$ cat config.mk
export PLATFORM = sky130hd
export DESIGN_NAME = conv_layer_sequencer_flat
export DESIGN_NICKNAME = d
export VERILOG_FILES = /design/src/rtl/conv_layer_sequencer_if.sv /design/src/rtl/conv_layer_sequencer.sv /design/src/flat_wrapper.sv
export SDC_FILE = /design/constraint.sdc
export NUM_CORES = 1
export LEC_CHECK = 0
export ABC_AREA = 0
export CAP_MARGIN = 20
export CORE_MARGIN = 2
export CORE_UTILIZATION = 65
export CTS_CLUSTER_SIZE = 25
export DETAILED_ROUTE_END_ITERATION = 7
export PLACE_DENSITY = 0.86
export SYNTH_ARGS = -nofsm -noshare
export SYNTH_HDL_FRONTEND = slang
export SYNTH_SLANG_ARGS = --single-unit
export TNS_END_PERCENT = 5
$ cat constraint.sdc
create_clock -name clk -period 20.7 [get_ports clk]
set_clock_uncertainty 0.2 [all_clocks]
set_input_delay 2.07 -clock clk [delete_from_list [all_inputs] [get_ports clk]]
set_output_delay 2.07 -clock clk [all_outputs]
set_load 0.02 [all_outputs]
$ cat src/rtl/conv_layer_sequencer_if.sv
// Handshake bundle between the layer sequencer, config host,
// weight loader and conv unit.
interface conv_layer_sequencer_if #(
  parameter int LAYER_IDX_W = 3,
  parameter int TILE_CNT_W  = 16,
  parameter int WBEATS_W    = 12
);
  logic                   cfg_we;
  logic [LAYER_IDX_W-1:0] cfg_layer;
  logic [TILE_CNT_W-1:0]  cfg_tiles;
  logic [WBEATS_W-1:0]    cfg_wbeats;
  logic [LAYER_IDX_W:0]   layer_count;
  logic                   start;
  logic                   abort;
  logic                   wload_req;
  logic [LAYER_IDX_W-1:0] wload_layer;
  logic [WBEATS_W-1:0]    wload_beats;
  logic                   wload_bank;
  logic                   wload_done;
  logic                   tile_start;
  logic                   tile_done;
  logic [LAYER_IDX_W-1:0] current_layer;
  logic                   compute_bank;
  logic                   state_rst;
  logic                   busy;
  logic                   done;
  logic                   err;

  modport master (
    output cfg_we, cfg_layer, cfg_tiles, cfg_wbeats,
    output layer_count, start, abort,
    output wload_done, tile_done,
    input  wload_req, wload_layer, wload_beats, wload_bank,
    input  tile_start, current_layer, compute_bank,
    input  state_rst, busy, done, err
  );

  modport slave (
    input  cfg_we, cfg_layer, cfg_tiles, cfg_wbeats,
    input  layer_count, start, abort,
    input  wload_done, tile_done,
    output wload_req, wload_layer, wload_beats, wload_bank,
    output tile_start, current_layer, compute_bank,
    output state_rst, busy, done, err
  );
endinterface

$ cat src/rtl/conv_layer_sequencer.sv
// Multi-layer CNN sequencer: weight load, tile compute, layer reset.
// Define LAYER_SEQ_PREFETCH_EN to overlap next-layer loads with compute.
module conv_layer_sequencer #(
  parameter int NUM_LAYERS  = 8,
  parameter int LAYER_IDX_W = 3,
  parameter int TILE_CNT_W  = 16,
  parameter int WBEATS_W    = 12
) (
  input logic clk,
  input logic rst,
  conv_layer_sequencer_if.slave bus
);
  typedef enum logic [2:0] {
    IDLE, LOAD, COMPUTE, WAIT_TILE, NEXT
  } state_t;

  localparam int LW = LAYER_IDX_W + 1;
  localparam logic [LW-1:0] MAX_LAYERS = LW'(NUM_LAYERS);

  logic [TILE_CNT_W-1:0] tiles_tab [NUM_LAYERS];
  logic [WBEATS_W-1:0]   beats_tab [NUM_LAYERS];

  state_t                 state;
  logic [LAYER_IDX_W-1:0] layer;
  logic [LW-1:0]          lcount;
  logic [TILE_CNT_W-1:0]  tile_cnt;
  logic                   req;
  logic [LAYER_IDX_W-1:0] ld_layer;
  logic [WBEATS_W-1:0]    ld_beats;
  logic                   tstart;
  logic                   srst;
  logic                   running;
  logic                   fin;
  logic                   bad;

  logic [LAYER_IDX_W-1:0] nxt_layer;
  logic [TILE_CNT_W-1:0]  tile_inc;
  logic                   last_layer;
  logic                   last_tile;
  logic                   start_ok;
  logic                   cfg_hit;

  assign nxt_layer  = layer + 1'b1;
  assign tile_inc   = tile_cnt + 1'b1;
  assign last_layer = ({1'b0, layer} + LW'(1)) == lcount;
  assign last_tile  = tile_inc == tiles_tab[layer];
  assign start_ok   = (bus.layer_count != '0)
                   && (bus.layer_count <= MAX_LAYERS);
  assign cfg_hit    = bus.cfg_we && !running
                   && ({1'b0, bus.cfg_layer} < MAX_LAYERS);

`ifdef LAYER_SEQ_PREFETCH_EN
  logic ld_bank;
  logic cmp_bank;
  logic pf_issued;
  logic pf_ready;
  logic pf_hit;

  assign pf_hit = pf_issued && !pf_ready && bus.wload_done;
`endif

  // Layer config table; zero tiles stored as one, writes only when idle.
  always_ff @(posedge clk or posedge rst) begin
    if (rst) begin
      for (int i = 0; i < NUM_LAYERS; i++) begin
        tiles_tab[i] <= TILE_CNT_W'(1);
        beats_tab[i] <= '0;
      end
    end else if (cfg_hit) begin
      tiles_tab[bus.cfg_layer] <= (bus.cfg_tiles == '0)
                                ? TILE_CNT_W'(1) : bus.cfg_tiles;
      beats_tab[bus.cfg_layer] <= bus.cfg_wbeats;
    end
  end

  // Run FSM with registered outputs; abort overrides every event.
  always_ff @(posedge clk or posedge rst) begin
    if (rst) begin
      state    <= IDLE;
      layer    <= '0;
      lcount   <= '0;
      tile_cnt <= '0;
      req      <= 1'b0;
      ld_layer <= '0;
      ld_beats <= '0;
      tstart   <= 1'b0;
      srst     <= 1'b0;
      running  <= 1'b0;
      fin      <= 1'b0;
      bad      <= 1'b0;
`ifdef LAYER_SEQ_PREFETCH_EN
      ld_bank   <= 1'b0;
      cmp_bank  <= 1'b0;
      pf_issued <= 1'b0;
      pf_ready  <= 1'b0;
`endif
    end else begin
      tstart <= 1'b0;
      srst   <= 1'b0;
      fin    <= 1'b0;
      bad    <= 1'b0;
      if (bus.abort) begin
        state    <= IDLE;
        layer    <= '0;
        tile_cnt <= '0;
        req      <= 1'b0;
        ld_layer <= '0;
        ld_beats <= '0;
        running  <= 1'b0;
`ifdef LAYER_SEQ_PREFETCH_EN
        ld_bank   <= 1'b0;
        cmp_bank  <= 1'b0;
        pf_issued <= 1'b0;
        pf_ready  <= 1'b0;
`endif
      end else begin
        unique case (state)
          IDLE: begin
            if (bus.start) begin
              if (start_ok) begin
                state    <= LOAD;
                lcount   <= bus.layer_count;
                layer    <= '0;
                tile_cnt <= '0;
                req      <= 1'b1;
                ld_layer <= '0;
                ld_beats <= beats_tab[0];
                running  <= 1'b1;
`ifdef LAYER_SEQ_PREFETCH_EN
                ld_bank   <= 1'b0;
                cmp_bank  <= 1'b0;
                pf_issued <= 1'b0;
                pf_ready  <= 1'b0;
`endif
              end else begin
                bad <= 1'b1;
              end
            end
          end
          LOAD: begin
            if (bus.wload_done) begin
              req    <= 1'b0;
              tstart <= 1'b1;
              state  <= COMPUTE;
            end
          end
          COMPUTE: begin
            state <= WAIT_TILE;
          end
          WAIT_TILE: begin
            if (bus.tile_done) begin
              if (last_tile) begin
                tile_cnt <= '0;
                srst     <= 1'b1;
                fin      <= last_layer;
                state    <= NEXT;
              end else begin
                tile_cnt <= tile_inc;
                tstart   <= 1'b1;
                state    <= COMPUTE;
              end
            end
          end
          NEXT: begin
            if (last_layer) begin
              state   <= IDLE;
              running <= 1'b0;
            end else begin
              layer <= nxt_layer;
`ifdef LAYER_SEQ_PREFETCH_EN
              cmp_bank  <= ~cmp_bank;
              pf_issued <= 1'b0;
              pf_ready  <= 1'b0;
              if (pf_ready || pf_hit) begin
                req    <= 1'b0;
                tstart <= 1'b1;
                state  <= COMPUTE;
              end else begin
                state <= LOAD;
              end
`else
              req      <= 1'b1;
              ld_layer <= nxt_layer;
              ld_beats <= beats_tab[nxt_layer];
              state    <= LOAD;
`endif
            end
          end
          default: state <= IDLE;
        endcase
`ifdef LAYER_SEQ_PREFETCH_EN
        if (state == COMPUTE || state == WAIT_TILE) begin
          if (!pf_issued && !last_layer) begin
            req       <= 1'b1;
            ld_layer  <= nxt_layer;
            ld_beats  <= beats_tab[nxt_layer];
            ld_bank   <= ~cmp_bank;
            pf_issued <= 1'b1;
          end else if (pf_hit) begin
            req      <= 1'b0;
            pf_ready <= 1'b1;
          end
        end
`endif
      end
    end
  end

  assign bus.wload_req     = req;
  assign bus.wload_layer   = ld_layer;
  assign bus.wload_beats   = ld_beats;
  assign bus.tile_start    = tstart;
  assign bus.current_layer = layer;
  assign bus.state_rst     = srst;
  assign bus.busy          = running;
  assign bus.done          = fin;
  assign bus.err           = bad;
`ifdef LAYER_SEQ_PREFETCH_EN
  assign bus.wload_bank    = ld_bank;
  assign bus.compute_bank  = cmp_bank;
`else
  assign bus.wload_bank    = 1'b0;
  assign bus.compute_bank  = 1'b0;
`endif
endmodule

$ cat src/flat_wrapper.sv
// flat-port wrapper written by rule: the top's interface ports become plain ports
module conv_layer_sequencer_flat 
#(
  parameter int NUM_LAYERS  = 8,
  parameter int LAYER_IDX_W = 3,
  parameter int TILE_CNT_W  = 16,
  parameter int WBEATS_W    = 12
)
  (clk, rst, bus_cfg_we, bus_cfg_layer, bus_cfg_tiles, bus_cfg_wbeats, bus_layer_count, bus_start, bus_abort, bus_wload_done, bus_tile_done, bus_wload_req, bus_wload_layer, bus_wload_beats, bus_wload_bank, bus_tile_start, bus_current_layer, bus_compute_bank, bus_state_rst, bus_busy, bus_done, bus_err);
  conv_layer_sequencer_if #(.LAYER_IDX_W(LAYER_IDX_W), .TILE_CNT_W(TILE_CNT_W), .WBEATS_W(WBEATS_W)) bus_i ();
  input logic clk;
  input logic rst;
  input wire logic [$bits(bus_i.cfg_we)-1:0] bus_cfg_we;
  input wire logic [$bits(bus_i.cfg_layer)-1:0] bus_cfg_layer;
  input wire logic [$bits(bus_i.cfg_tiles)-1:0] bus_cfg_tiles;
  input wire logic [$bits(bus_i.cfg_wbeats)-1:0] bus_cfg_wbeats;
  input wire logic [$bits(bus_i.layer_count)-1:0] bus_layer_count;
  input wire logic [$bits(bus_i.start)-1:0] bus_start;
  input wire logic [$bits(bus_i.abort)-1:0] bus_abort;
  input wire logic [$bits(bus_i.wload_done)-1:0] bus_wload_done;
  input wire logic [$bits(bus_i.tile_done)-1:0] bus_tile_done;
  output wire logic [$bits(bus_i.wload_req)-1:0] bus_wload_req;
  output wire logic [$bits(bus_i.wload_layer)-1:0] bus_wload_layer;
  output wire logic [$bits(bus_i.wload_beats)-1:0] bus_wload_beats;
  output wire logic [$bits(bus_i.wload_bank)-1:0] bus_wload_bank;
  output wire logic [$bits(bus_i.tile_start)-1:0] bus_tile_start;
  output wire logic [$bits(bus_i.current_layer)-1:0] bus_current_layer;
  output wire logic [$bits(bus_i.compute_bank)-1:0] bus_compute_bank;
  output wire logic [$bits(bus_i.state_rst)-1:0] bus_state_rst;
  output wire logic [$bits(bus_i.busy)-1:0] bus_busy;
  output wire logic [$bits(bus_i.done)-1:0] bus_done;
  output wire logic [$bits(bus_i.err)-1:0] bus_err;
  assign bus_i.cfg_we = bus_cfg_we;
  assign bus_i.cfg_layer = bus_cfg_layer;
  assign bus_i.cfg_tiles = bus_cfg_tiles;
  assign bus_i.cfg_wbeats = bus_cfg_wbeats;
  assign bus_i.layer_count = bus_layer_count;
  assign bus_i.start = bus_start;
  assign bus_i.abort = bus_abort;
  assign bus_i.wload_done = bus_wload_done;
  assign bus_i.tile_done = bus_tile_done;
  assign bus_wload_req = bus_i.wload_req;
  assign bus_wload_layer = bus_i.wload_layer;
  assign bus_wload_beats = bus_i.wload_beats;
  assign bus_wload_bank = bus_i.wload_bank;
  assign bus_tile_start = bus_i.tile_start;
  assign bus_current_layer = bus_i.current_layer;
  assign bus_compute_bank = bus_i.compute_bank;
  assign bus_state_rst = bus_i.state_rst;
  assign bus_busy = bus_i.busy;
  assign bus_done = bus_i.done;
  assign bus_err = bus_i.err;
  conv_layer_sequencer #(.NUM_LAYERS(NUM_LAYERS), .LAYER_IDX_W(LAYER_IDX_W), .TILE_CNT_W(TILE_CNT_W), .WBEATS_W(WBEATS_W)) u_core (.clk(clk), .rst(rst), .bus(bus_i));
endmodule
==> impl_results.md <==
- Type of element capturing the critical path: flop
- Max-cap violations: 0
- Fin Setup TNS: 0 ps
- Net Sw Frac: 0.267
- Number of cells after detailed placement: about 1.2k
- Cells traversed along the worst timing path: buf_4 -> nor2_1 -> a22o_1 -> or3_1 -> a2111oi_2 -> nand4_1 -> or4_1 -> or4b_2 -> o21ai_0
- Die span in y: 144 um
- XOR/XNOR share of the synthesized area: 0.0251
- Register share of total power: 0.484
- Worst max-slew margin expressed relative to the limit: 0.294
- Mapped Cells: 934
- Port buffer count: 65
- Max Clk Rate: ~220 MHz
- Most frequent cells after synthesis: sky130_fd_sc_hd__dfrtp_1, sky130_fd_sc_hd__mux2_2, sky130_fd_sc_hd__nand2_1, sky130_fd_sc_hd__mux4_2, sky130_fd_sc_hd__clkbuf_1
- Met1 wire length: 12.4 mm
- Commonest register cell after synthesis: sky130_fd_sc_hd__dfrtp_1
- Die Area: just over 0.02 mm^2
- Cts bufs inserted: 27
- Highest cell delay on the worst timing path: 950 ps
- Flip-flop and latch count after synthesis: approximately 270
- Final critical-path required period: 4550 ps
- Adder-cell share of the synthesized area: 0.00198
- Required time of the worst setup path: between 20000 and 25000 ps
- Number of flops mapped to enable cells by yosys: 0
- Total count of hold-check failures in the final report: 0
- Met3 routed WL: roughly 1.5 mm
- Synth Area in Simple Gates: 0.0648
- Share of power burned in the clock network: 0.302
- Site row count: 51
- Synthesis Warnings: 0
- Number of buffers inserted to repair setup after CTS: 0
- Maximum number of pins on one net before global-route repair: ~120
- Pint: 1.20 mW
- Remaining Overflow, GRT: 0
- Post-route antenna net violation count: 0
- Worst path top cell family by delay: simple AND/OR/NAND/NOR gates
- WL/cell: 22.9 um
- Count of inserted antenna diode cells: 0
- Total power divided by cell area: between 100 and 150 mW/mm^2
- Crit Path Max Fanout: 28
- Die span in x: roughly 140 um
- Buffer depth of the longest clock path: 3
- Instance area at placement: approximately 0.013 mm^2
- Cell type with the highest aggregate area in the netlist: sky130_fd_sc_hd__dfrtp_1
- Area of the mapped netlist: between 0.01 and 0.015 mm^2
- Clock tree from TritonCTS: done
- Fin area: approximately 0.014 mm^2
- Cell variety after synth: 56
- Setup repair after global routing missed its margin: no
- Startpoint Class: flop
- Number of global-route vias before repair: 8457
- Final critical-path setup slack: about 16000 ps
- Highest routed layer: met4
- H-tree levels: 1
- Combinational power share: 0.214
- Via density per instance: approximately 6.4
- Final number of setup-violating endpoints: 0
- Vias: 8178
- Post-Syn Area per Cell: roughly 14 um^2
- Ys async rst share: 1.00
- Ranking of synthesized cells by area: sky130_fd_sc_hd__dfrtp_1, sky130_fd_sc_hd__mux2_2, sky130_fd_sc_hd__mux4_2
- Initial core utilization: 0.657
- Growth of design area from synthesis to finish: 14.1%
- Aggregate routed wire length: 29.1 mm
- Main combinational cell family by area after synthesis: multiplexers
- Library cell with the highest instance count after synthesis: sky130_fd_sc_hd__dfrtp_1
- Worst slack after detailed placement: about 16000 ps
- Critical-path top delay cell: sky130_fd_sc_hd__or4_1
- Slew at the pin closest to its max-slew limit: approximately 1100 ps
- Total Power Consumption: ~1.6 mW
- NetSw: approximately 440 uW
- Area share of the leading cell type in the synthesized netlist: 0.514
- Kind of path behind the tightest hold check: reg2reg
- Global-route usage over all layers: 0.289
- Final Max Tran Viols: 0
- Cell at the root of the clock tree: sky130_fd_sc_hd__clkbuf_16
- Core area: just under 0.02 mm^2
- Routability-driven placement congestion ratio: between 0.8 and 0.9
- Nets: 1030
- Number of antenna violations at the first check in global routing: 0
- Number of detailed-routing iterations run before antenna repair: 4
- Critical Setup Path Class: reg2reg
- Critical path buffer and inverter count: 1
- Final clock period utilization by the worst path: 0.220
- Drc violations: 0
- Global-route wire length before repair: roughly 46 mm
- Proportion of layout cells with a drive suffix above 1: 0.357
- Post-synthesis sequential area ratio: 0.530
- Run status: finished, final reports clean
- Final Instance Count excl. Fillers: approximately 1.3k
- Multiplexer area fraction after synthesis: 0.306
- HPWL after detailed placement: 16.9 mm
- VDD IR max: about 0.092 mV
- CTS Sinks: roughly 270
- Clock-pin slew on the worst setup and hold paths: 60 ps
- Synth Area in Compound Gates: 0.0434
- Starting DRT DRC Count: 687
- # IOs: 68
- Leakage power summed over all cells: 5.91 nW
- Utilization of the core after routing: 0.750
- Number of buffers added to fix hold violations after cts: 0
- Resize count post-CTS: 0
- Detailed route wirelength on metal2: about 14 mm
- Worst hold margin: roughly 280 ps
- Arrival time at the worst endpoint: approximately 4800 ps
- Worst-Skew Late Latency: approximately 540 ps
[area by class of cell]
type	instances	area, um^2
sequential	268	6720
multi-input combinational	596	5620
fill	1186	4830
timing repair buffer	85	832
clock buffer	42	812
tap	265	332
clock inverter	8	93.8
inverter	8	37.5
[metal layers]
layer  GRT usage  vias up
li1            -     3538
met1       0.398     4316
met2       0.475      266
met3      0.0503       58
met4      0.0929        0
met5           0        -
[cell usage in the layout, fill, tap and decap left out, types with 15 or more instances in the layout]
cell,Yosys,routed
sky130_fd_sc_hd__o21ai_0,30,30
sky130_fd_sc_hd__clkbuf_16,0,27
sky130_fd_sc_hd__nand4_1,15,15
sky130_fd_sc_hd__mux2_2,227,227
sky130_fd_sc_hd__mux2i_1,24,24
sky130_fd_sc_hd__clkdlybuf4s50_1,0,65
sky130_fd_sc_hd__a21oi_1,33,33
sky130_fd_sc_hd__buf_4,8,17
sky130_fd_sc_hd__nor2_1,27,26
sky130_fd_sc_hd__nand2_1,68,68
sky130_fd_sc_hd__dfrtp_1,260,258
sky130_fd_sc_hd__nand3_1,21,21
sky130_fd_sc_hd__xnor2_1,19,19
sky130_fd_sc_hd__mux4_2,48,48
[kinds of logic after synthesis]
group	Yosys count
muxes	299
and+or+nand+nor	170
AOI/OAI and AO/OA	93
buffers and inverters	71
xor gates and xnor gates	30
adders and majority gates	2
DFF	268
other	1
[power by group through the flow]
stage | sequential [mW] | clock (mW) | combinational (mW)
after floorplan | 0.769 | 0 | 0.259
after global placement | 0.779 | 0 | 0.326
after detailed placement | 0.791 | 0 | 0.342
after CTS | 0.788 | 0.500 | 0.349
after global routing | 0.811 | 0.523 | 0.379
final | 0.794 | 0.496 | 0.350
[flip-flops by register name (all words and copies together), names as in the netlist]
register and cells:
u_core.bus.busy 1, u_core.beats_tab 96, u_core.bus.err 1, u_core.bus.tile_start 1, u_core.lcount 4, u_core.bus.done 1, u_core.tile_cnt 16, u_core.bus.wload_layer 3
u_core.bus.wload_req 1, u_core.bus.state_rst 1, u_core.bus.wload_beats 12, u_core.tiles_tab 128, u_core.state 3
[worst min-delay path: stages, from the launching register on]
cell	delay, ps
sky130_fd_sc_hd__dfstp_2	370
sky130_fd_sc_hd__nand2_1	40
sky130_fd_sc_hd__o21ai_0	70
[final timing paths]
check	startpoint	endpoint	slack, ps	depth (start not counted)
worst max-delay path	u_core.bus.wload_layer[0]	u_core.tile_cnt[11]	16150	9
worst min-delay path	u_core.tiles_tab[80]	u_core.tiles_tab[80]	280	2
worst max register to register	u_core.bus.wload_layer[0]	u_core.tile_cnt[11]	16150	9
worst min register to register	u_core.tiles_tab[80]	u_core.tiles_tab[80]	280	2
max in group asynchronous	rst	u_core.tiles_tab[29]	16890	3
min in group asynchronous	rst	u_core.lcount[2]	1870	2
Power figures use the tool's default switching activity.
